===== src/rtl/nurn_mem_loader.sv =====
// Packet-driven writer for the neuron config/status memories.
// A header word selects target, base and length; the data words that follow become sequential writes.
module nurn_mem_loader #(
  parameter int NUM_NURNS          = 4,
  parameter int NUM_AXONS          = 4,
  parameter int NURN_CNT_BIT_WIDTH = 2,
  parameter int AXON_CNT_BIT_WIDTH = 2,
  parameter int DATA_WIDTH         = 16
) (
  input  logic                                             clk_i,
  input  logic                                             rst_n_i,
  input  logic                                             pkt_valid_i,
  input  logic [DATA_WIDTH-1:0]                            pkt_data_i,
  output logic                                             pkt_ready_o,
  input  logic                                             nurn_busy_i,
  output logic                                             load_busy_o,
  output logic [NURN_CNT_BIT_WIDTH+AXON_CNT_BIT_WIDTH-1:0] wr_addr_o,
  output logic [DATA_WIDTH-1:0]                            wr_data_o,
  output logic                                             wrEn_Config_A_o,
  output logic                                             wrEn_Config_B_o,
  output logic                                             wrEn_Config_C_o,
  output logic                                             wrEn_StatNurn_o,
  output logic                                             wrEn_StatWt_o,
  output logic                                             done_o,
  output logic                                             err_o
);

  localparam int ADDR_W = NURN_CNT_BIT_WIDTH + AXON_CNT_BIT_WIDTH;

  localparam logic [1:0] HDR_S   = 2'd0;
  localparam logic [1:0] DATA_S  = 2'd1;
  localparam logic [1:0] DRAIN_S = 2'd2;

  localparam logic [2:0] SEL_CFGA     = 3'd0;
  localparam logic [2:0] SEL_CFGB     = 3'd1;
  localparam logic [2:0] SEL_CFGC     = 3'd2;
  localparam logic [2:0] SEL_STATNURN = 3'd3;
  localparam logic [2:0] SEL_STATWT   = 3'd4;

  // Last legal address per target, held one bit wider than an address so the range check cannot wrap
  localparam int LAST_NURN_I = NUM_NURNS - 1;
  localparam int LAST_AXON_I = NUM_NURNS * NUM_AXONS - 1;
  localparam int LAST_STAT_I = NUM_NURNS * 4 - 1;
  localparam logic [ADDR_W:0] LAST_NURN = LAST_NURN_I[ADDR_W:0];
  localparam logic [ADDR_W:0] LAST_AXON = LAST_AXON_I[ADDR_W:0];
  localparam logic [ADDR_W:0] LAST_STAT = LAST_STAT_I[ADDR_W:0];

  localparam logic [ADDR_W-1:0] ADDR_ONE = {{(ADDR_W-1){1'b0}}, 1'b1};

  logic [1:0]            state;
  logic [2:0]            sel;
  logic [ADDR_W-1:0]     base;
  logic [ADDR_W-1:0]     lenM1;
  logic [ADDR_W-1:0]     cnt;
  logic [4:0]            wrEn;
  logic [ADDR_W-1:0]     wrAddr;
  logic [DATA_WIDTH-1:0] wrData;
  logic                  done;
  logic                  err;

  logic [2:0]        hdrSel;
  logic [ADDR_W-1:0] hdrBase;
  logic [ADDR_W-1:0] hdrLenM1;
  logic [ADDR_W:0]   hdrEnd;
  logic [ADDR_W:0]   hdrLast;
  logic              hdrSelOk;
  logic              hdrLegal;
  logic              pktReady;
  logic              pktFire;
  logic [4:0]        selOneHot;

  assign hdrSel   = pkt_data_i[2:0];
  assign hdrBase  = pkt_data_i[3+ADDR_W-1:3];
  assign hdrLenM1 = pkt_data_i[3+2*ADDR_W-1:3+ADDR_W];
  assign hdrEnd   = {1'b0, hdrBase} + {1'b0, hdrLenM1};

  always_comb begin
    hdrLast  = '0;
    hdrSelOk = 1'b1;
    case (hdrSel)
      SEL_CFGA, SEL_CFGB:   hdrLast = LAST_NURN;
      SEL_CFGC, SEL_STATWT: hdrLast = LAST_AXON;
      SEL_STATNURN:         hdrLast = LAST_STAT;
      default:              hdrSelOk = 1'b0;
    endcase
  end

  assign hdrLegal = hdrSelOk && (hdrEnd <= hdrLast);

  // Only the data phase yields to the neuron controller; header and drain words always flow
  always_comb begin
    pktReady = 1'b1;
    if (state == DATA_S) pktReady = ~nurn_busy_i;
  end

  assign pktFire = pkt_valid_i & pktReady;

  always_comb begin
    selOneHot = '0;
    case (sel)
      SEL_CFGA:     selOneHot[0] = 1'b1;
      SEL_CFGB:     selOneHot[1] = 1'b1;
      SEL_CFGC:     selOneHot[2] = 1'b1;
      SEL_STATNURN: selOneHot[3] = 1'b1;
      SEL_STATWT:   selOneHot[4] = 1'b1;
      default:      selOneHot = '0;
    endcase
  end

  always_ff @(posedge clk_i or negedge rst_n_i) begin
    if (!rst_n_i) begin
      state  <= HDR_S;
      sel    <= '0;
      base   <= '0;
      lenM1  <= '0;
      cnt    <= '0;
      wrEn   <= '0;
      wrAddr <= '0;
      wrData <= '0;
      done   <= 1'b0;
      err    <= 1'b0;
    end else begin
      wrEn <= '0;
      done <= 1'b0;
      err  <= 1'b0;
      case (state)
        HDR_S: begin
          if (pktFire) begin
            sel   <= hdrSel;
            base  <= hdrBase;
            lenM1 <= hdrLenM1;
            cnt   <= '0;
            if (hdrLegal) begin
              state <= DATA_S;
            end else begin
              state <= DRAIN_S;
              err   <= 1'b1;
            end
          end
        end
        DATA_S: begin
          if (pktFire) begin
            wrAddr <= base + cnt;
            wrData <= pkt_data_i;
            wrEn   <= selOneHot;
            cnt    <= cnt + ADDR_ONE;
            if (cnt == lenM1) begin
              state <= HDR_S;
              done  <= 1'b1;
            end
          end
        end
        DRAIN_S: begin
          if (pktFire) begin
            cnt <= cnt + ADDR_ONE;
            if (cnt == lenM1) state <= HDR_S;
          end
        end
        default: state <= HDR_S;
      endcase
    end
  end

  // The done cycle still counts as owned so the last write completes before the controller may start
  assign load_busy_o     = (state == DATA_S) | done;
  assign pkt_ready_o     = pktReady;
  assign wr_addr_o       = wrAddr;
  assign wr_data_o       = wrData;
  assign wrEn_Config_A_o = wrEn[0];
  assign wrEn_Config_B_o = wrEn[1];
  assign wrEn_Config_C_o = wrEn[2];
  assign wrEn_StatNurn_o = wrEn[3];
  assign wrEn_StatWt_o   = wrEn[4];
  assign done_o          = done;
  assign err_o           = err;

endmodule


===== config.mk =====
export PLATFORM = sky130hd
export DESIGN_NAME = nurn_mem_loader
export DESIGN_NICKNAME = d
export VERILOG_FILES = /design/src/rtl/nurn_mem_loader.sv
export SDC_FILE = /design/constraint.sdc
export NUM_CORES = 1
export LEC_CHECK = 0
export ABC_AREA = 0
export BUFFER_PORTS_ARGS = -buffer_cell sky130_fd_sc_hd__buf_2
export CAP_MARGIN = 20
export CELL_PAD_IN_SITES_DETAIL_PLACEMENT = 1
export CELL_PAD_IN_SITES_GLOBAL_PLACEMENT = 2
export CORE_ASPECT_RATIO = 1.75
export CORE_MARGIN = 1.5
export CORE_UTILIZATION = 32
export DETAILED_ROUTE_END_ITERATION = 8
export HOLD_SLACK_MARGIN = 0.05
export PLACE_DENSITY_LB_ADDON = 0.1
export RECOVER_POWER = 50
export SYNTH_ARGS = -nofsm -noshare
export SYNTH_HDL_FRONTEND = slang
export SYNTH_SLANG_ARGS = --single-unit

===== constraint.sdc =====
create_clock -name clk_i -period 1.6 [get_ports clk_i]
set_input_delay 0.16 -clock clk_i [delete_from_list [all_inputs] [get_ports clk_i]]
set_output_delay 0.16 -clock clk_i [all_outputs]
set_load 0.1 [all_outputs]

---- Word-level counts from Yosys, hierarchy flattened ----
Index checks and enable logic that the tools add are counted.
W data, S select, Z words.
storage, ports and cells
  flip-flop bits (word level) ............. 44
  bits in read-only memories .............. 0
  logic and storage cells ................. 68
  memories kept ........................... 0
  latch bits .............................. 0
  output and inout port bits .............. 29
  memory bits (writable) .................. 0
  input port bits ......................... 20
cells by class
  order comparisons ....................... 1
  equal/unequal tests ..................... 14
  reduce and logical (&&, ||, !) cells .... 13
  bitwise gates (word level) .............. 3
  muxes and demuxes ....................... 24
  add/subtract/negate cells ............... 3
  div/mod/pow operators ................... 0
  multiply operators ...................... 0
  shift-type cells ........................ 0
operator list
  kind                   number
  $pmux W4 S2            2
  $mux W1                13
  $eq A3 B2 Y1 const B   4
  $mux W5                2
  $mux W2                4
  $mux W4                2
  $eq A3 B1 Y1 const B   2
  $eq A3 B3 Y1 const B   2
  $logic_not A3 Y1       2
  $reduce_and A3 Y1      2
  $add A4 B4 Y5          1
  $le A5 B5 Y1           1
  $reduce_or A5 Y1       1
  $add A4 B1 Y4 const B  1
  $add A4 B4 Y4          1
  $eq A4 B4 Y1           1
  $ne A2 B1 Y1 const B   2
  $pmux W2 S2            1
  $reduce_and A2 Y1      2
  $reduce_or A2 Y1       2
  $reduce_or A3 Y1       1
  $eq A2 B1 Y1 const B   1
  $eq A2 B2 Y1 const B   1
  $logic_not A2 Y1       1
  other kinds (6)        6

---- Longest topological paths before layout ----
Gate-level depths: netlist (run 1).
  word-level depth ........................ 8
  depth in mapped cells ................... 9
  gate-level depth less buffers ........... 9

---- Worst setup path before layout (run 1) ----
No wires, ideal clock.
  path kind ............................... register to register
  start ................................... reg state[0]
  end ..................................... reg state[1]
  period minus slack after synthesis ...... 2.107 ns
  path buffers ............................ 0
  setup slack ............................. -0.507 ns
  setup time .............................. 0.076 ns
  arrival time ............................ 2.031 ns
  stages on the path, launching flop included .. 6
  data required time ...................... 1.524 ns
  path through ............................ dfrtp_1 > ha_1 > nand2_1 > nand2_1 > or3_1 > o21ai_1
on the way
  word-level cells in the longest chain between the ends .. 5
  elaborated cells on any way between the ends .. 11
  those cells by class .................... 5 x eq/ne; 2 x mux; 1 x bitwise; 3 x reduce/logical
ends and longest elaborated chain
  element                                                        RTL line  text
  start: declaration                                             50        logic [1:0] state;
  start signal: assignment                                       112       state <= HDR_S;
  start signal: assignment                                       134       state <= DATA_S;
  start signal: assignment                                       136       state <= DRAIN_S;
  $eq A2 B1 Y1 (*)                                               93        if (state == DATA_S) pktReady = ~nurn_busy_i;
  $mux W1 (*)                                                    93
  via pkt_ready_o                                                14        output logic pkt_ready_o,
  $and A1 B1 Y1 (*)                                              96        assign pktFire = pkt_valid_i & pktReady;
  $ne A2 B2 Y1 (no source line) or $ne A2 B1 Y1 (tied branches)  --
  $reduce_and A3 Y1 (no source line) (*)                         --
The timed path passes the listed nets; every way through them passes the cells marked *.
A chain may end at the register's enable or synchronous reset.

---- Worst setup path after layout (run 1) ----
  start ................................... in pkt_data_i[3]
  end ..................................... reg state[0]
on the way
  word-level cells in the longest chain between the ends .. 6
ends and longest elaborated chain
  element                 RTL line  text
  start: declaration      13        input logic [DATA_WIDTH-1:0] pkt_data_i,
  $add A4 B4 Y5           75        assign hdrEnd = {1'b0, hdrBase} + {1'b0, hdrLenM1};
  $le A5 B5 Y1            88        assign hdrLegal = hdrSelOk && (hdrEnd <= hdrLast);
  $logic_and A1 B1 Y1     88
  $mux W2                 133       if (hdrLegal) begin
  $mux W2                 128       if (pktFire) begin
  $pmux W2 S2             126       case (state)
  end signal: assignment  134
  end signal: assignment  136
  end signal: assignment  148       state <= HDR_S;
No other way between the ends. The select of a mux whose other input is x is not followed.

==> run_results.csv, run 1 <==
group,metric,value,unit
finish,fin_nets,287,
worst_setup_path,rr_endpoint,"state[1]",
worst_setup_path,slowest_delay,410,ps
synth,syn_inst,174,
clocking,cts.htree.levels,2,
worst_setup_path,worst_ep_arrival_time,2060,ps
global_routing,overflow,0,
drt,drc,0,
global_routing,grt_pass1_vias,1888,
finish,syn_to_final_growth,38.6,%
drt,wl,5460,um
synth,yosys_register_bits,44,
synth,synth-seq-area-share,50.0,%
clocking,tritoncts,"done",
sta,rsz0062_at_grt,"yes",
drt,viasPerCell,4.84,
sta,worstMarginPinSlew,1120,ps
sta,final_max_slew_viol_count,0,
clocking,cts_root_buffer,"clkbuf_16",
worst_setup_path,cp-end-kind,"flop",
die,core_area,6590,um^2
worst_setup_path,path_class,"primary input to flop",
placement,gp_congestion,0.802,
sta,setup_viol,3,
worst_setup_path,r2r-start,"state[0]",
synth,yosysTopAreaCellShare,50.0,%
synth,synth_cell_types,40,
min_path,holdPathEnd,"wr_data_o[13]",
sta,worst_slack,-249,ps
die,dieHeight,113,um
min_path,min_from,"pkt_data_i[13]",
worst_setup_path,rrSetupSlack,-30,ps
finish,seq_area,1100,um^2
die,die_w,65.7,um
clocking,clock-sinks,44,
finish,multi_input_area,1110,um^2
finish,nFillCells,725,
worst_setup_path,worst_setup_path_start_kind,"primary input",
synth,syn_nets,210,
placement,io_buffers,48,
synth,synthTopCellsByArea,"dfrtp_1 (50%), ha_1 (8.0%), mux2_4 (6.8%), mux2_2 (5.1%), xnor2_1 (3.2%)",
sta,fin_hold_ws,95.3,ps
global_routing,grtUsageTotal,16.6,%
worst_setup_path,ff2ff_path_depth,6,
clocking,clkTransAtPathRegs,60,ps
min_path,hold_path_class,"primary input to flop",
clocking,cts_buffer_depth,2,
worst_setup_path,critPathTopFamily,"adder cells",
synth,ys_warn_count,0,
global_routing,grt_pass1_wl,9370,um
drt,drt_pass1_iterations,4,
outcome,outcome,"finished, violations left",
worst_setup_path,worstPathRequired,1810,ps
sta,period_share,116,%
drt,drt-initial-drc-count,19,
finish,drive_gt1_share,48.4,%
outcome,violations,"setup timing",
synth,synth_area,2200,um^2
min_path,hold_depth,2,
global_routing,antenna_found_initial,0,
drt,vias,1615,
worst_setup_path,path_buf_inv,2,
sta,max_freq,0.541,GHz
drt,wl_per_cell,16.3,um
die,io-pin-count,49,
run,drv_cap,0,
placement,post-dp-hpwl,4080,um
clocking,insertion_delay,280,ps
sta,finalCriticalPeriod,1850,ps
worst_setup_path,crit_chain,"buf_8 > ha_4 > inv_2 > fa_2 > xnor2_2 > ha_1 > nand4b_1 > nand3_2 > a2111oi_4 > o2bb2ai_1",
drt,final_antenna_net_count,0,
sta,slew_headroom,25.1,%
synth,yosysTopAreaCell,"dfrtp_1",
worst_setup_path,critPathMaxFanout,3,
global_routing,grt_max_degree,45,
worst_setup_path,critPathSlowestCell,"a2111oi_4",
sta,fin_skew,2.76,ps
sta,hold_viol,0,
synth,avgSynthCellArea,12.7,um^2
finish,diodes,0,
die,rows,39,
finish,final_cell_mix,"dfrtp_1 (43), buf_2 (33), buf_4 (23), inv_1 (12)",
clocking,numCtsBuffers,5,
finish,layout_commonest_cell,"dfrtp_1",
die,die_area,7410,um^2
die,initial_core_util,33.4,%
## cells in the mapped netlist
master and n:
dfrtp_1 44, buf_6 3, nor4b_1 2, xnor2_1 8, ha_1 14, a22o_2 1
mux2_4 10, o21ai_1 2, xor2_1 1, nand4b_1 1, nand4_1 2, o31ai_1 1
nor2_1 5, inv_1 14, nor3_1 1, a41oi_1 1, a22o_1 1, nand3_1 3
o2bb2ai_1 1, o21ai_0 10, o221ai_1 1, a32o_1 1, or2_2 1, mux2i_1 2
a21o_1 2, nor4b_2 1, and3_1 2, o21a_1 1, nand2_2 2, a21boi_4 1
clkbuf_1 1, a2111oi_4 1, nor2b_1 1, mux2_2 10, fa_1 2, a21oi_1 3
or3_1 1, nand2_1 11, mux2_1 4, nor4_1 1
## sequential cells by signal, indices dropped and copies added, names as in the netlist
signal,count
base,4
cnt,4
done_o,1
err_o,1
lenM1,4
sel,3
state,2
wrEn,5
wr_addr_o,4
wr_data_o,16
## worst reg2reg max path, stage by stage, from the launching register on
cell and delay [ps]:
dfrtp_1 400, inv_1 60, ha_1 380, inv_1 80, a41oi_1 340, or3_1 180
o21ai_1 70
## cells by family after synthesis
| kind of cell | Yosys count | synth area share, % |
|---|---|---|
| simple gates | 34 | 8.35 |
| xor+xnor | 9 | 3.58 |
| buf+inv | 18 | 4.09 |
| mux | 26 | 14.9 |
| compound gates | 27 | 9.37 |
| flops | 44 | 50.0 |
| fa+ha+maj | 16 | 9.77 |
## area by class of cell
cell class | count | share of cell area (%)
Clock buffer | 6 | 4.55
Clock inverter | 2 | 1.27
Inverter | 14 | 1.72
Multi-Input combinational cell | 112 | 36.3
Sequential cell | 44 | 36.1
Tap cell | 82 | 3.36
Timing Repair Buffer | 74 | 16.7
## metrics by stage
step	area, um^2	std cells	setup slack [ps]	TNS (ps)	util [%]
global route	3050	334	-340	-1370	46.3
finish	3050	334	-249	-713	46.3
detailed placement	2760	323	-580	-1740	41.8
floorplan	2230	174	-326	-961	-
global placement	2760	323	-515	-1550	41.8
CTS	3030	334	-197	-563	46.1
## worst max path at each step
stage / from / end / slack (ps) / cells after the start
floorplan: pkt_data_i[3] / state[0] / -330 / 9
global placement: pkt_data_i[3] / state[0] / -520 / 10
detailed placement: pkt_data_i[3] / state[0] / -580 / 10
CTS: pkt_data_i[8] / state[1] / -200 / 9
global route: pkt_data_i[8] / state[1] / -340 / 10
finish: pkt_data_i[3] / state[0] / -250 / 10
## layer usage
| metal | part of all wire (%) | wire length (um) | up-vias | global-route usage, % |
|---|---|---|---|---|
| met4 | 3.0 | 164 | 0 | 7.78 |
| met5 | 0 | 0 | - | 0 |
| met3 | 2.6 | 144 | 12 | 2.49 |
| li1 | - | - | 764 | - |
| met2 | 58 | 3180 | 37 | 30.7 |
| met1 | 36 | 1970 | 802 | 17.8 |
## what timing repair did
| item | in CTS | in global routing |
|---|---|---|
| pin swaps | 12 | 8 |
| endpoints found under the setup margin | 13 | 10 |
| hold endpoints to repair | 44 | 0 |
| setup buffers | 2 | 0 |
| hold buffers | 1 | 0 |
| gates resized for setup | 15 | 4 |
Power of run 1 is left out: the tool's default activity adds up to more than one toggle a clock period on the data nets, which glitch-free logic cannot reach.
==> run 2: changes to the inputs <==
--- a/config.mk
+++ b/config.mk
@@ -12,7 +12,8 @@
 export CELL_PAD_IN_SITES_GLOBAL_PLACEMENT = 2
 export CORE_ASPECT_RATIO = 1.75
 export CORE_MARGIN = 1.5
-export CORE_UTILIZATION = 32
+export CORE_UTILIZATION = 33
+export CTS_BUF_LIST = sky130_fd_sc_hd__clkbuf_4
 export DETAILED_ROUTE_END_ITERATION = 8
 export HOLD_SLACK_MARGIN = 0.05
 export PLACE_DENSITY_LB_ADDON = 0.1
==> run_results.csv, run 2 (synthesized netlist as in run 1, its figures left out) <==
group,metric,value,unit
sta,max_freq,0.581,GHz
finish,diodes,0,
worst_setup_path,cp.depth,10,
clocking,cts_buffer_depth,2,
drt,wl_per_cell,16.9,um
worst_setup_path,worstPathRequired,1910,ps
clocking,tritoncts,"done",
drt,drc,0,
worst_setup_path,rrSetupSlack,-120,ps
clocking,clkTransAtPathRegs,140,ps
global_routing,grt_max_degree,30,
placement,io_buffers,48,
worst_setup_path,cpMostUsedCell,"ha_4",
worst_setup_path,cp-endpoint,"state[0]",
sta,final_max_slew_viol_count,0,
worst_setup_path,cp-end-kind,"flop",
worst_setup_path,worst_setup_path_start_kind,"primary input",
worst_setup_path,critPathTopFamily,"adder cells",
die,rows,39,
die,initial_core_util,34.0,%
worst_setup_path,critPathMaxFanout,3,
die,dieHeight,111,um
drt,wl,5940,um
sta,worst_slack,-122,ps
finish,final_cell_mix,"dfrtp_1 (43), buf_2 (43), buf_4 (20), mux2_4 (14), inv_1 (12)",
die,die_w,64.8,um
global_routing,grt_pass1_wl,9540,um
clocking,clock-sinks,44,
outcome,violations,"setup timing",
finish,syn_to_final_growth,51.7,%
worst_setup_path,cp-startpoint,"pkt_data_i[3]",
min_path,hold_path_class,"primary input to flop",
drt,drt-initial-drc-count,57,
die,core_area,6490,um^2
drt,final_antenna_net_count,0,
die,die_area,7200,um^2
finish,stdcell_count,351,
clocking,insertion_delay,370,ps
sta,rsz0062_at_grt,"yes",
run,drv_cap,0,
global_routing,antenna_found_initial,0,
drt,viasPerCell,4.82,
global_routing,grt_pass1_vias,1922,
die,io-pin-count,49,
sta,hold_viol,0,
sta,setup_viol,34,
sta,worstMarginPinSlew,920,ps
global_routing,grtUsageTotal,17.3,%
finish,multi_input_area,1280,um^2
worst_setup_path,rr_endpoint,"state[1]",
worst_setup_path,worst_ep_arrival_time,2030,ps
worst_setup_path,r2r-start,"state[0]",
drt,drt_pass1_iterations,3,
sta,slew_headroom,38.7,%
finish,drive_gt1_share,57.2,%
worst_setup_path,critPathSlowestCell,"fa_2",
finish,fin_nets,304,
clocking,numCtsBuffers,5,
worst_setup_path,crit_chain,"buf_2 > ha_4 > inv_2 > fa_2 > xnor2_2 > ha_4 > nand4b_1 > nand3_2 > a2111oi_4 > o2bb2ai_1",
global_routing,overflow,0,
finish,seq_area,1100,um^2
sta,fin_skew,16.2,ps
placement,post-dp-hpwl,4070,um
sta,finalCriticalPeriod,1720,ps
placement,place_inst,323,
outcome,outcome,"finished, violations left",
sta,period_share,108,%
clocking,cts.htree.levels,2,
drt,vias,1693,
placement,gp_congestion,0.758,
finish,nFillCells,685,
sta,setup_tns,-2120,ps
finish,largest_reg_flops,16,
clocking,cts_root_buffer,"clkbuf_4",
worst_setup_path,slowest_delay,370,ps
worst_setup_path,path_buf_inv,2,
worst_setup_path,path_class,"primary input to flop",
worst_setup_path,ff2ff_path_depth,6,
## run 2: cell types whose count changed in the layout (fill, tap and decap cells not counted), sizes merged
cell and change:
buf +19, clkbuf -9, dlygate4sd3 +5, clkinv +1
nand2 +1
## run 2: final cells by class
| class | count | share of cell area [%] |
|---|---|---|
| flip-flops and latches | 44 | 33.0 |
| well taps | 82 | 3.07 |
| clock inverters | 3 | 1.12 |
| repair buffers | 90 | 21.9 |
| clock buffers | 5 | 1.12 |
| multi-input cells | 113 | 38.3 |
| inverters | 14 | 1.57 |
## run 2: worst min-delay path by stage
stage / startpoint / to / slack, ps / cells past startpoint
5_1_grt: pkt_data_i[3] / wr_data_o[3] / 80 / 2
2_1_floorplan: rst_n_i / base[0] / -140 / 0
6_report: pkt_data_i[3] / base[0] / 100 / 2
4_1_cts: pkt_data_i[3] / base[0] / 80 / 2
3_5_place_dp: rst_n_i / wr_addr_o[2] / 120 / 1
3_3_place_gp: rst_n_i / wr_addr_o[1] / 110 / 1
## run 2: timing repair
item,CTS,global route
buffers inserted,4,7
resized for setup,24,48
hold buffers,6,0
gates cloned,2,1
setup endpoints to repair,15,45
pin swaps,15,12
endpoints found under the hold margin,20,0
## run 2: worst register-to-register path: stages, from the launching register on
cell     delay, ps
dfrtp_1        440
buf_4          150
inv_1           60
ha_2           380
inv_1          110
or3_1          390
o21ai_1        140
## run 2: through the flow
step / instance area, um^2 / hold WS [ps] / worst slack, ps / util [%]
2_1_floorplan: 2230 / -136 / -326 / -
4_1_cts: 3120 / 81.6 / -147 / 48.0
6_report: 3340 / 97.1 / -122 / 51.5
3_5_place_dp: 2770 / 120 / -649 / 42.6
3_3_place_gp: 2770 / 110 / -553 / 42.6
5_1_grt: 3340 / 84.5 / -224 / 51.5
## run 2: metal layers
metal	global-route usage, %	up-vias	part of all wire, %
met5	0	-	0
met4	7.23	0	1.8
met3	3.55	9	2.8
met2	31.4	32	60
met1	18.8	851	36
li1	-	801	-
Power of run 2 is left out for the same reason.
